$ cat src/rtl/exec_ctrl_pkg.sv
// Shared types and constants for the execute-stage sequencer.
package exec_ctrl_pkg;

    localparam int unsigned XLEN    = 64;
    localparam int unsigned CAUSE_W = 5;
    localparam int unsigned WD_W    = 10;
    localparam int unsigned SLP_W   = 32;

    typedef enum logic [1:0] {
        RUN      = 2'd0,
        MEM_WAIT = 2'd1,
        SLEEP    = 2'd2
    } exec_state_t;

    localparam logic [CAUSE_W-1:0] CAUSE_INSN_MISALIGN = CAUSE_W'(0);
    localparam logic [CAUSE_W-1:0] CAUSE_LOAD_FAULT    = CAUSE_W'(5);
    localparam logic [CAUSE_W-1:0] CAUSE_STORE_FAULT   = CAUSE_W'(7);

    typedef struct packed {
        logic [XLEN-1:0]    epc;
        logic [CAUSE_W-1:0] cause;
        logic [XLEN-1:0]    tval;
    } trap_rec_t;

    // Trap entry is always word aligned; the low two vector bits are mode bits.
    function automatic logic [XLEN-1:0] trap_target(input logic [XLEN-1:0] vec);
        return vec & ~XLEN'(3);
    endfunction

endpackage

$ cat src/rtl/exec_ctrl_if.sv
// Execute-stage control bus between decode/execute, the sequencer and fetch/IO.
interface exec_ctrl_if;
    import exec_ctrl_pkg::*;

    logic                valid;
    logic                ext_stall;
    logic [XLEN-1:0]     pc;
    logic                load_op;
    logic                store_op;
    logic                wfi_op;
    logic [XLEN-1:0]     mem_addr;
    logic                mem_ack;
    logic                bj_en;
    logic [XLEN-1:0]     bj_pc;
    logic                exc;
    logic [CAUSE_W-1:0]  cause;
    logic [XLEN-1:0]     tval;
    logic [XLEN-1:0]     trap_vec;
    logic                irq_pending;

    logic                stall;
    logic                flush;
    logic                redirect_en;
    logic [XLEN-1:0]     redirect_pc;
    logic                mem_req;
    logic                trap_en;
    logic [XLEN-1:0]     epc_o;
    logic [CAUSE_W-1:0]  cause_o;
    logic [XLEN-1:0]     tval_o;
    logic                sleeping;
    logic [SLP_W-1:0]    sleep_cycles;

    modport slave (
        input  valid, ext_stall, pc, load_op, store_op, wfi_op, mem_addr, mem_ack,
               bj_en, bj_pc, exc, cause, tval, trap_vec, irq_pending,
        output stall, flush, redirect_en, redirect_pc, mem_req, trap_en,
               epc_o, cause_o, tval_o, sleeping, sleep_cycles
    );

    modport master (
        output valid, ext_stall, pc, load_op, store_op, wfi_op, mem_addr, mem_ack,
               bj_en, bj_pc, exc, cause, tval, trap_vec, irq_pending,
        input  stall, flush, redirect_en, redirect_pc, mem_req, trap_en,
               epc_o, cause_o, tval_o, sleeping, sleep_cycles
    );

endinterface

$ cat src/rtl/exec_ctrl_mem_watchdog.sv
// Counts memory-wait cycles; expired is registered and true once the count hits MEM_TIMEOUT.
module mem_watchdog
    import exec_ctrl_pkg::*;
#(
    parameter int unsigned MEM_TIMEOUT = 255
) (
    input  logic clk,
    input  logic rst,
    input  logic clear,
    input  logic enable,
    output logic expired
);

    logic [WD_W-1:0] count;
    logic [WD_W-1:0] count_nxt;

    always_comb begin
        count_nxt = count;
        if (clear) begin
            count_nxt = '0;
        end else if (enable && (count != WD_W'(MEM_TIMEOUT))) begin
            count_nxt = count + WD_W'(1);
        end
    end

    always_ff @(posedge clk) begin
        if (rst) begin
            count   <= '0;
            expired <= 1'b0;
        end else begin
            count   <= count_nxt;
            expired <= (count_nxt == WD_W'(MEM_TIMEOUT));
        end
    end

endmodule

$ cat src/rtl/exec_ctrl.sv
// Execute-stage sequencer: retire/stall/redirect/trap decisions, memory wait with watchdog, WFI sleep.
module exec_ctrl
    import exec_ctrl_pkg::*;
#(
    parameter int unsigned MEM_TIMEOUT = 255
) (
    input logic        clk,
    input logic        rst,
    exec_ctrl_if.slave bus
);

    exec_state_t        state;
    exec_state_t        state_nxt;
    logic               stall_c;
    logic               flush_c;
    logic               redir_c;
    logic [XLEN-1:0]    rpc_c;
    logic               mreq_c;
    logic               trap_c;
    logic               sleeping_c;
    logic [CAUSE_W-1:0] tcause_c;
    logic [XLEN-1:0]    ttval_c;
    logic               wd_en;
    logic               wd_clr;
    logic               wd_expired;
    logic               mem_is_store;
    trap_rec_t          trap_rec;
    logic [SLP_W-1:0]   sleep_cnt;

    mem_watchdog #(.MEM_TIMEOUT(MEM_TIMEOUT)) u_wd (
        .clk     (clk),
        .rst     (rst),
        .clear   (wd_clr),
        .enable  (wd_en),
        .expired (wd_expired)
    );

    always_ff @(posedge clk) begin
        if (rst) state <= RUN;
        else     state <= state_nxt;
    end

    // Next state and zero-latency pipeline controls.
    always_comb begin
        state_nxt  = state;
        stall_c    = 1'b0;
        flush_c    = 1'b0;
        redir_c    = 1'b0;
        rpc_c      = '0;
        mreq_c     = 1'b0;
        trap_c     = 1'b0;
        sleeping_c = 1'b0;
        tcause_c   = '0;
        ttval_c    = '0;
        if (rst) begin
            state_nxt = RUN;
        end else if (bus.ext_stall) begin
            stall_c    = 1'b1;
            mreq_c     = (state == MEM_WAIT);
            sleeping_c = (state == SLEEP);
        end else begin
            unique case (state)
                RUN: begin
                    if (bus.valid) begin
                        if (bus.exc) begin
                            trap_c   = 1'b1;
                            tcause_c = bus.cause;
                            ttval_c  = bus.tval;
                        end else if (bus.bj_en && (bus.bj_pc[1:0] != 2'b00)) begin
                            trap_c   = 1'b1;
                            tcause_c = CAUSE_INSN_MISALIGN;
                            ttval_c  = bus.bj_pc;
                        end else if (bus.bj_en) begin
                            redir_c = 1'b1;
                            rpc_c   = bus.bj_pc;
                            flush_c = 1'b1;
                        end else if (bus.load_op || bus.store_op) begin
                            mreq_c  = 1'b1;
                            stall_c = ~bus.mem_ack;
                            if (!bus.mem_ack) state_nxt = MEM_WAIT;
                        end else if (bus.wfi_op && !bus.irq_pending) begin
                            stall_c   = 1'b1;
                            state_nxt = SLEEP;
                        end
                    end
                end
                MEM_WAIT: begin
                    mreq_c = 1'b1;
                    if (bus.mem_ack) begin
                        state_nxt = RUN;
                    end else if (wd_expired) begin
                        trap_c    = 1'b1;
                        tcause_c  = mem_is_store ? CAUSE_STORE_FAULT : CAUSE_LOAD_FAULT;
                        ttval_c   = bus.mem_addr;
                        state_nxt = RUN;
                    end else begin
                        stall_c = 1'b1;
                    end
                end
                SLEEP: begin
                    sleeping_c = 1'b1;
                    if (bus.irq_pending) state_nxt = RUN;
                    else                 stall_c   = 1'b1;
                end
                default: state_nxt = RUN;
            endcase
            if (trap_c) begin
                flush_c = 1'b1;
                redir_c = 1'b1;
                rpc_c   = trap_target(bus.trap_vec);
            end
        end
    end

    // Watchdog runs across the issue edge so the Nth wait cycle sees count N.
    assign wd_en  = !rst && !bus.ext_stall && (state_nxt == MEM_WAIT);
    assign wd_clr = !bus.ext_stall && (state_nxt != MEM_WAIT);

    always_ff @(posedge clk) begin
        if (rst) begin
            mem_is_store <= 1'b0;
            trap_rec     <= '0;
            sleep_cnt    <= '0;
        end else begin
            if ((state == RUN) && (state_nxt == MEM_WAIT)) mem_is_store <= bus.store_op;
            if (trap_c) trap_rec <= '{epc: bus.pc, cause: tcause_c, tval: ttval_c};
            if ((state == SLEEP) && !bus.ext_stall && (sleep_cnt != '1)) begin
                sleep_cnt <= sleep_cnt + SLP_W'(1);
            end
        end
    end

    assign bus.stall        = stall_c;
    assign bus.flush        = flush_c;
    assign bus.redirect_en  = redir_c;
    assign bus.redirect_pc  = rpc_c;
    assign bus.mem_req      = mreq_c;
    assign bus.trap_en      = trap_c;
    assign bus.sleeping     = sleeping_c;
    assign bus.epc_o        = trap_rec.epc;
    assign bus.cause_o      = trap_rec.cause;
    assign bus.tval_o       = trap_rec.tval;
    assign bus.sleep_cycles = sleep_cnt;

endmodule

$ cat src/flat_wrapper.sv
// flat-port wrapper written by rule: the top's interface ports become plain ports
module exec_ctrl_flat import exec_ctrl_pkg::*;
#(
    parameter int unsigned MEM_TIMEOUT = 255
)
  (clk, rst, bus_valid, bus_ext_stall, bus_pc, bus_load_op, bus_store_op, bus_wfi_op, bus_mem_addr, bus_mem_ack, bus_bj_en, bus_bj_pc, bus_exc, bus_cause, bus_tval, bus_trap_vec, bus_irq_pending, bus_stall, bus_flush, bus_redirect_en, bus_redirect_pc, bus_mem_req, bus_trap_en, bus_epc_o, bus_cause_o, bus_tval_o, bus_sleeping, bus_sleep_cycles);
  exec_ctrl_if bus_i ();
  input logic clk;
  input logic rst;
  input wire logic [$bits(bus_i.valid)-1:0] bus_valid;
  input wire logic [$bits(bus_i.ext_stall)-1:0] bus_ext_stall;
  input wire logic [$bits(bus_i.pc)-1:0] bus_pc;
  input wire logic [$bits(bus_i.load_op)-1:0] bus_load_op;
  input wire logic [$bits(bus_i.store_op)-1:0] bus_store_op;
  input wire logic [$bits(bus_i.wfi_op)-1:0] bus_wfi_op;
  input wire logic [$bits(bus_i.mem_addr)-1:0] bus_mem_addr;
  input wire logic [$bits(bus_i.mem_ack)-1:0] bus_mem_ack;
  input wire logic [$bits(bus_i.bj_en)-1:0] bus_bj_en;
  input wire logic [$bits(bus_i.bj_pc)-1:0] bus_bj_pc;
  input wire logic [$bits(bus_i.exc)-1:0] bus_exc;
  input wire logic [$bits(bus_i.cause)-1:0] bus_cause;
  input wire logic [$bits(bus_i.tval)-1:0] bus_tval;
  input wire logic [$bits(bus_i.trap_vec)-1:0] bus_trap_vec;
  input wire logic [$bits(bus_i.irq_pending)-1:0] bus_irq_pending;
  output wire logic [$bits(bus_i.stall)-1:0] bus_stall;
  output wire logic [$bits(bus_i.flush)-1:0] bus_flush;
  output wire logic [$bits(bus_i.redirect_en)-1:0] bus_redirect_en;
  output wire logic [$bits(bus_i.redirect_pc)-1:0] bus_redirect_pc;
  output wire logic [$bits(bus_i.mem_req)-1:0] bus_mem_req;
  output wire logic [$bits(bus_i.trap_en)-1:0] bus_trap_en;
  output wire logic [$bits(bus_i.epc_o)-1:0] bus_epc_o;
  output wire logic [$bits(bus_i.cause_o)-1:0] bus_cause_o;
  output wire logic [$bits(bus_i.tval_o)-1:0] bus_tval_o;
  output wire logic [$bits(bus_i.sleeping)-1:0] bus_sleeping;
  output wire logic [$bits(bus_i.sleep_cycles)-1:0] bus_sleep_cycles;
  assign bus_i.valid = bus_valid;
  assign bus_i.ext_stall = bus_ext_stall;
  assign bus_i.pc = bus_pc;
  assign bus_i.load_op = bus_load_op;
  assign bus_i.store_op = bus_store_op;
  assign bus_i.wfi_op = bus_wfi_op;
  assign bus_i.mem_addr = bus_mem_addr;
  assign bus_i.mem_ack = bus_mem_ack;
  assign bus_i.bj_en = bus_bj_en;
  assign bus_i.bj_pc = bus_bj_pc;
  assign bus_i.exc = bus_exc;
  assign bus_i.cause = bus_cause;
  assign bus_i.tval = bus_tval;
  assign bus_i.trap_vec = bus_trap_vec;
  assign bus_i.irq_pending = bus_irq_pending;
  assign bus_stall = bus_i.stall;
  assign bus_flush = bus_i.flush;
  assign bus_redirect_en = bus_i.redirect_en;
  assign bus_redirect_pc = bus_i.redirect_pc;
  assign bus_mem_req = bus_i.mem_req;
  assign bus_trap_en = bus_i.trap_en;
  assign bus_epc_o = bus_i.epc_o;
  assign bus_cause_o = bus_i.cause_o;
  assign bus_tval_o = bus_i.tval_o;
  assign bus_sleeping = bus_i.sleeping;
  assign bus_sleep_cycles = bus_i.sleep_cycles;
  exec_ctrl #(.MEM_TIMEOUT(MEM_TIMEOUT)) u_core (.clk(clk), .rst(rst), .bus(bus_i));
endmodule
$ cat config.mk
export PLATFORM = sky130hd
export DESIGN_NAME = exec_ctrl_flat
export DESIGN_NICKNAME = d
export VERILOG_FILES = /design/src/rtl/exec_ctrl_pkg.sv /design/src/rtl/exec_ctrl_if.sv /design/src/rtl/exec_ctrl_mem_watchdog.sv /design/src/rtl/exec_ctrl.sv /design/src/flat_wrapper.sv
export SDC_FILE = /design/constraint.sdc
export NUM_CORES = 1
export LEC_CHECK = 0
export BUFFER_PORTS_ARGS = -buffer_cell sky130_fd_sc_hd__buf_2
export CORE_AREA = 2 2 223 225
export DETAILED_ROUTE_END_ITERATION = 16
export DIE_AREA = 0 0 225 227
export SYNTH_ARGS = -nofsm -noshare
export SYNTH_HDL_FRONTEND = slang
export SYNTH_SLANG_ARGS = --single-unit
$ cat constraint.sdc
create_clock -name clk -period 4.8 [get_ports clk]
set_clock_uncertainty 0.15 [all_clocks]
set_input_delay 0.72 -clock clk [delete_from_list [all_inputs] [get_ports clk]]
set_output_delay 0.72 -clock clk [all_outputs]
set_load 0.03 [all_outputs]
==> impl_metrics.csv <==
group,metric,value,unit
worst_setup_path,cp.required,3.93,ns
timing,min_period_over_period,78.5,%
worst_setup_path,critPathKind,"reg -> out",
global_routing,grt_start_max_net_pins,102,
drt,vias_per_cell,4.66,
power,powerDensity,290,nW/um^2
global_routing,grt_pass1_vias,8914,
finish,num-fill-cells,5355,
clock_network,cts_tree,"built",
logic_synthesis,yosysUniqueCellTypes,58,
clock_network,clock_sinks,179,
worst_setup_path,critical_path.startpoint_type,"flip-flop",
drt,drtIter0Drc,927,
placement,dpl-instance-area,11800,um^2
worst_setup_path,cp_cell_sequence,"nor3b_4, and3b_2, and3_4, buf_4, a22o_1, buf_2",
timing,slew_headroom,25.1,%
logic_synthesis,ys.flop_type,"dfxtp_1",
timing,slew_viol_final,0,
timing,worstMarginPinSlew,1.12,ns
clock_network,cts_root_buf,"clkbuf_16",
clock_network,clock_latency,0.48,ns
logic_synthesis,ys_warn_count,0,
logic_synthesis,syn_inst,977,
drt,routed_wl,43700,um
finish,nets,1820,
hold_path,holdCritPathClass,"in -> reg",
clock_network,postCtsSetupBuffers,0,
logic_synthesis,postSynthAreaPerCell,8.63,um^2
placement,hpwl,34400,um
worst_setup_path,cp.arrival,2.90,ns
power,total_power,3600,uW
worst_setup_path,critPathTopFamily,"simple AND/OR/NAND/NOR gates",
finish,final_common_cell,"buf_2",
finish,final_cell_area,12400,um^2
clock_network,clkTransAtPathRegs,0.07,ns
clock_network,hold_buffers,0,
logic_synthesis,async_reset_ff_share,0,%
logic_synthesis,netlist_area,8430,um^2
timing,rsz0062_at_grt,"no",
drt,antenna_left,0,
flow_run,drv_cap,0,
finish,area_growth,47.1,%
global_routing,grtUsageTotal,16.1,%
drt,firstDrtPassIters,9,
worst_setup_path,slowest_stage,"and3_4",
finish,regArea,3580,um^2
worst_setup_path,crit_fanout,49,
floorplan,num_rows,81,
finish,drive_gt1_share,42.0,%
run_status,status,"complete, no violations",
clock_network,htree_levels,4,
finish,final_cell_mix,"buf_2, dfxtp_1, nor2_1",
drt,vias,9915,
global_routing,gr-total-overflow,0,
floorplan,initial_core_util,17.4,%
finish,multi_input_area,4460,um^2
floorplan,io_pins,571,
placement,gp_congestion,0.934,
clock_network,post_cts_resized,0,
worst_setup_path,cp-end-kind,"output port",
floorplan,die_h,227,um
timing,setup_viol,0,
placement,io_buffers,566,
floorplan,die_x,225,um
placement,dp.cells,2085,
finish,final_cells,2128,
clock_network,ctsLongestPathBuffers,2,
logic_synthesis,ys_seq_area_share,42.5,%
power,ir_drop,238,uV
timing,layout_min_cycle_time,3.77,ns
drt,drc,0,
worst_setup_path,cp_num_buf_inv,2,
floorplan,fp.dieArea,51100,um^2
timing,fmax,0.265,GHz
global_routing,grt_pass1_wl,59200,um
clock_network,numCtsBuffers,17,
floorplan,core,48500,um^2
timing,fin_setup_tns,0,ns
power,p_leak,0.00546,uW
worst_setup_path,critPathMaxStageDelay,0.62,ns
global_routing,antenna_found_initial,27,
logic_synthesis,ys_seq_elements,179,
drt,routedWlPerCell,20.5,um
logic_synthesis,synth_edf_count,0,
timing,hold_violations,0,
==> worst reg2reg max path, delay by kind of cell, from the launching register on <==
family / cells / cell delay (ns)
XOR/XNOR: 1 / 0.18
adder cells (fa/ha/maj): 1 / 0.27
AND/OR/NAND/NOR: 6 / 1.94
flip-flops: 1 / 0.41
==> cell families (layout without fill, tap and decap cells) <==
kind of cell    after synthesis  in the layout  synth area share, %
compound gates              298            298                 27.0
xor+xnor                     34             34                 3.53
fa+ha+maj                     2              2                0.297
buf+inv                      95            612                 4.87
flops                       179            179                 42.5
mux                           2              2                0.238
other cells                   1             13               0.0445
simple gates                366            366                 21.5
==> per-layer routing <==
| metal | track usage [%] | vias up | routed length, um |
|---|---|---|---|
| li1 | - | 4663 | - |
| met2 | 27.0 | 532 | 21100 |
| met1 | 18.8 | 4621 | 17000 |
| met4 | 6.84 | 16 | 1400 |
| met3 | 5.41 | 83 | 4120 |
| met5 | 0 | - | 99 |
==> report_power, final <==
part           switching (uW)  internal (uW)  total, uW
clock                     679            774       1450
sequential               25.8           1530       1560
combinational             367            217        584
total                    1070           2530       3600
==> final cells by class <==
cell class,instances,share of cell area (%)
antenna,11,0.222
clock buffer,19,3.49
clock inverter,13,1.20
multi-input combinational,704,36.0
sequential,179,28.9
tap,622,6.28
timing repair buffer,580,23.9
==> Yosys cell counts (all sizes together) (2+ instances only) <==
cell type	instances	area share (%)
ha	2	0.30
a21o	2	0.19
and3b	2	0.24
nand2	90	4.0
o21ai	73	4.3
buf	30	2.0
a211oi	67	6.0
or2	2	0.15
and4	8	0.83
clkbuf	65	2.9
a222oi	64	7.6
nor3b	2	0.31
nand2b	69	5.1
and2	2	0.16
nand4	9	0.67
nand3	22	1.3
a31oi	3	0.22
nor4b	3	0.39
o22ai	2	0.15
nor2b	4	0.30
a21oi	14	0.83
nor4	2	0.33
dfxtp	179	43
mux2i	2	0.24
and3	6	0.45
o31ai	2	0.18
nand3b	2	0.18
a22o	62	6.4
xnor2	14	1.5
xor2	20	2.1
nor3	12	0.71
or3	6	0.45
nor2	120	5.3
==> flip-flops by register name, indices dropped and copies added (netlist names) <==
name and count:
u_core.bus.cause_o 5, u_core.u_wd.expired 1, u_core.bus.tval_o 64, u_core.bus.sleep_cycles 32, u_core.u_wd.count 10, u_core.mem_is_store 1, u_core.state 2, u_core.bus.epc_o 64
==> worst paths after layout <==
check | start | end | slack (ns) | depth (start not counted)
worst min register to register | u_core.bus.epc_o[43] | u_core.bus.epc_o[43] | 0.32 | 2
worst max register to register | u_core.u_wd.count[0] | u_core.u_wd.expired | 1.78 | 8
worst min-delay path | bus_pc[35] | u_core.bus.epc_o[35] | 0.27 | 3
worst max-delay path | u_core.state[1] | bus_redirect_pc[43] | 1.03 | 6
==> per-stage QoR <==
stage / setup slack [ns] / util (%) / hold slack (ns)
floorplan: 1.33 / - / 0.287
detailed placement: 1.19 / 24.3 / 0.311
CTS: 1.03 / 25.5 / 0.228
global route: 0.940 / 25.5 / 0.244
finish: 1.03 / 25.5 / 0.274
global placement: 1.23 / 24.3 / 0.306
No activity file was read; power rests on OpenSTA's default activity.
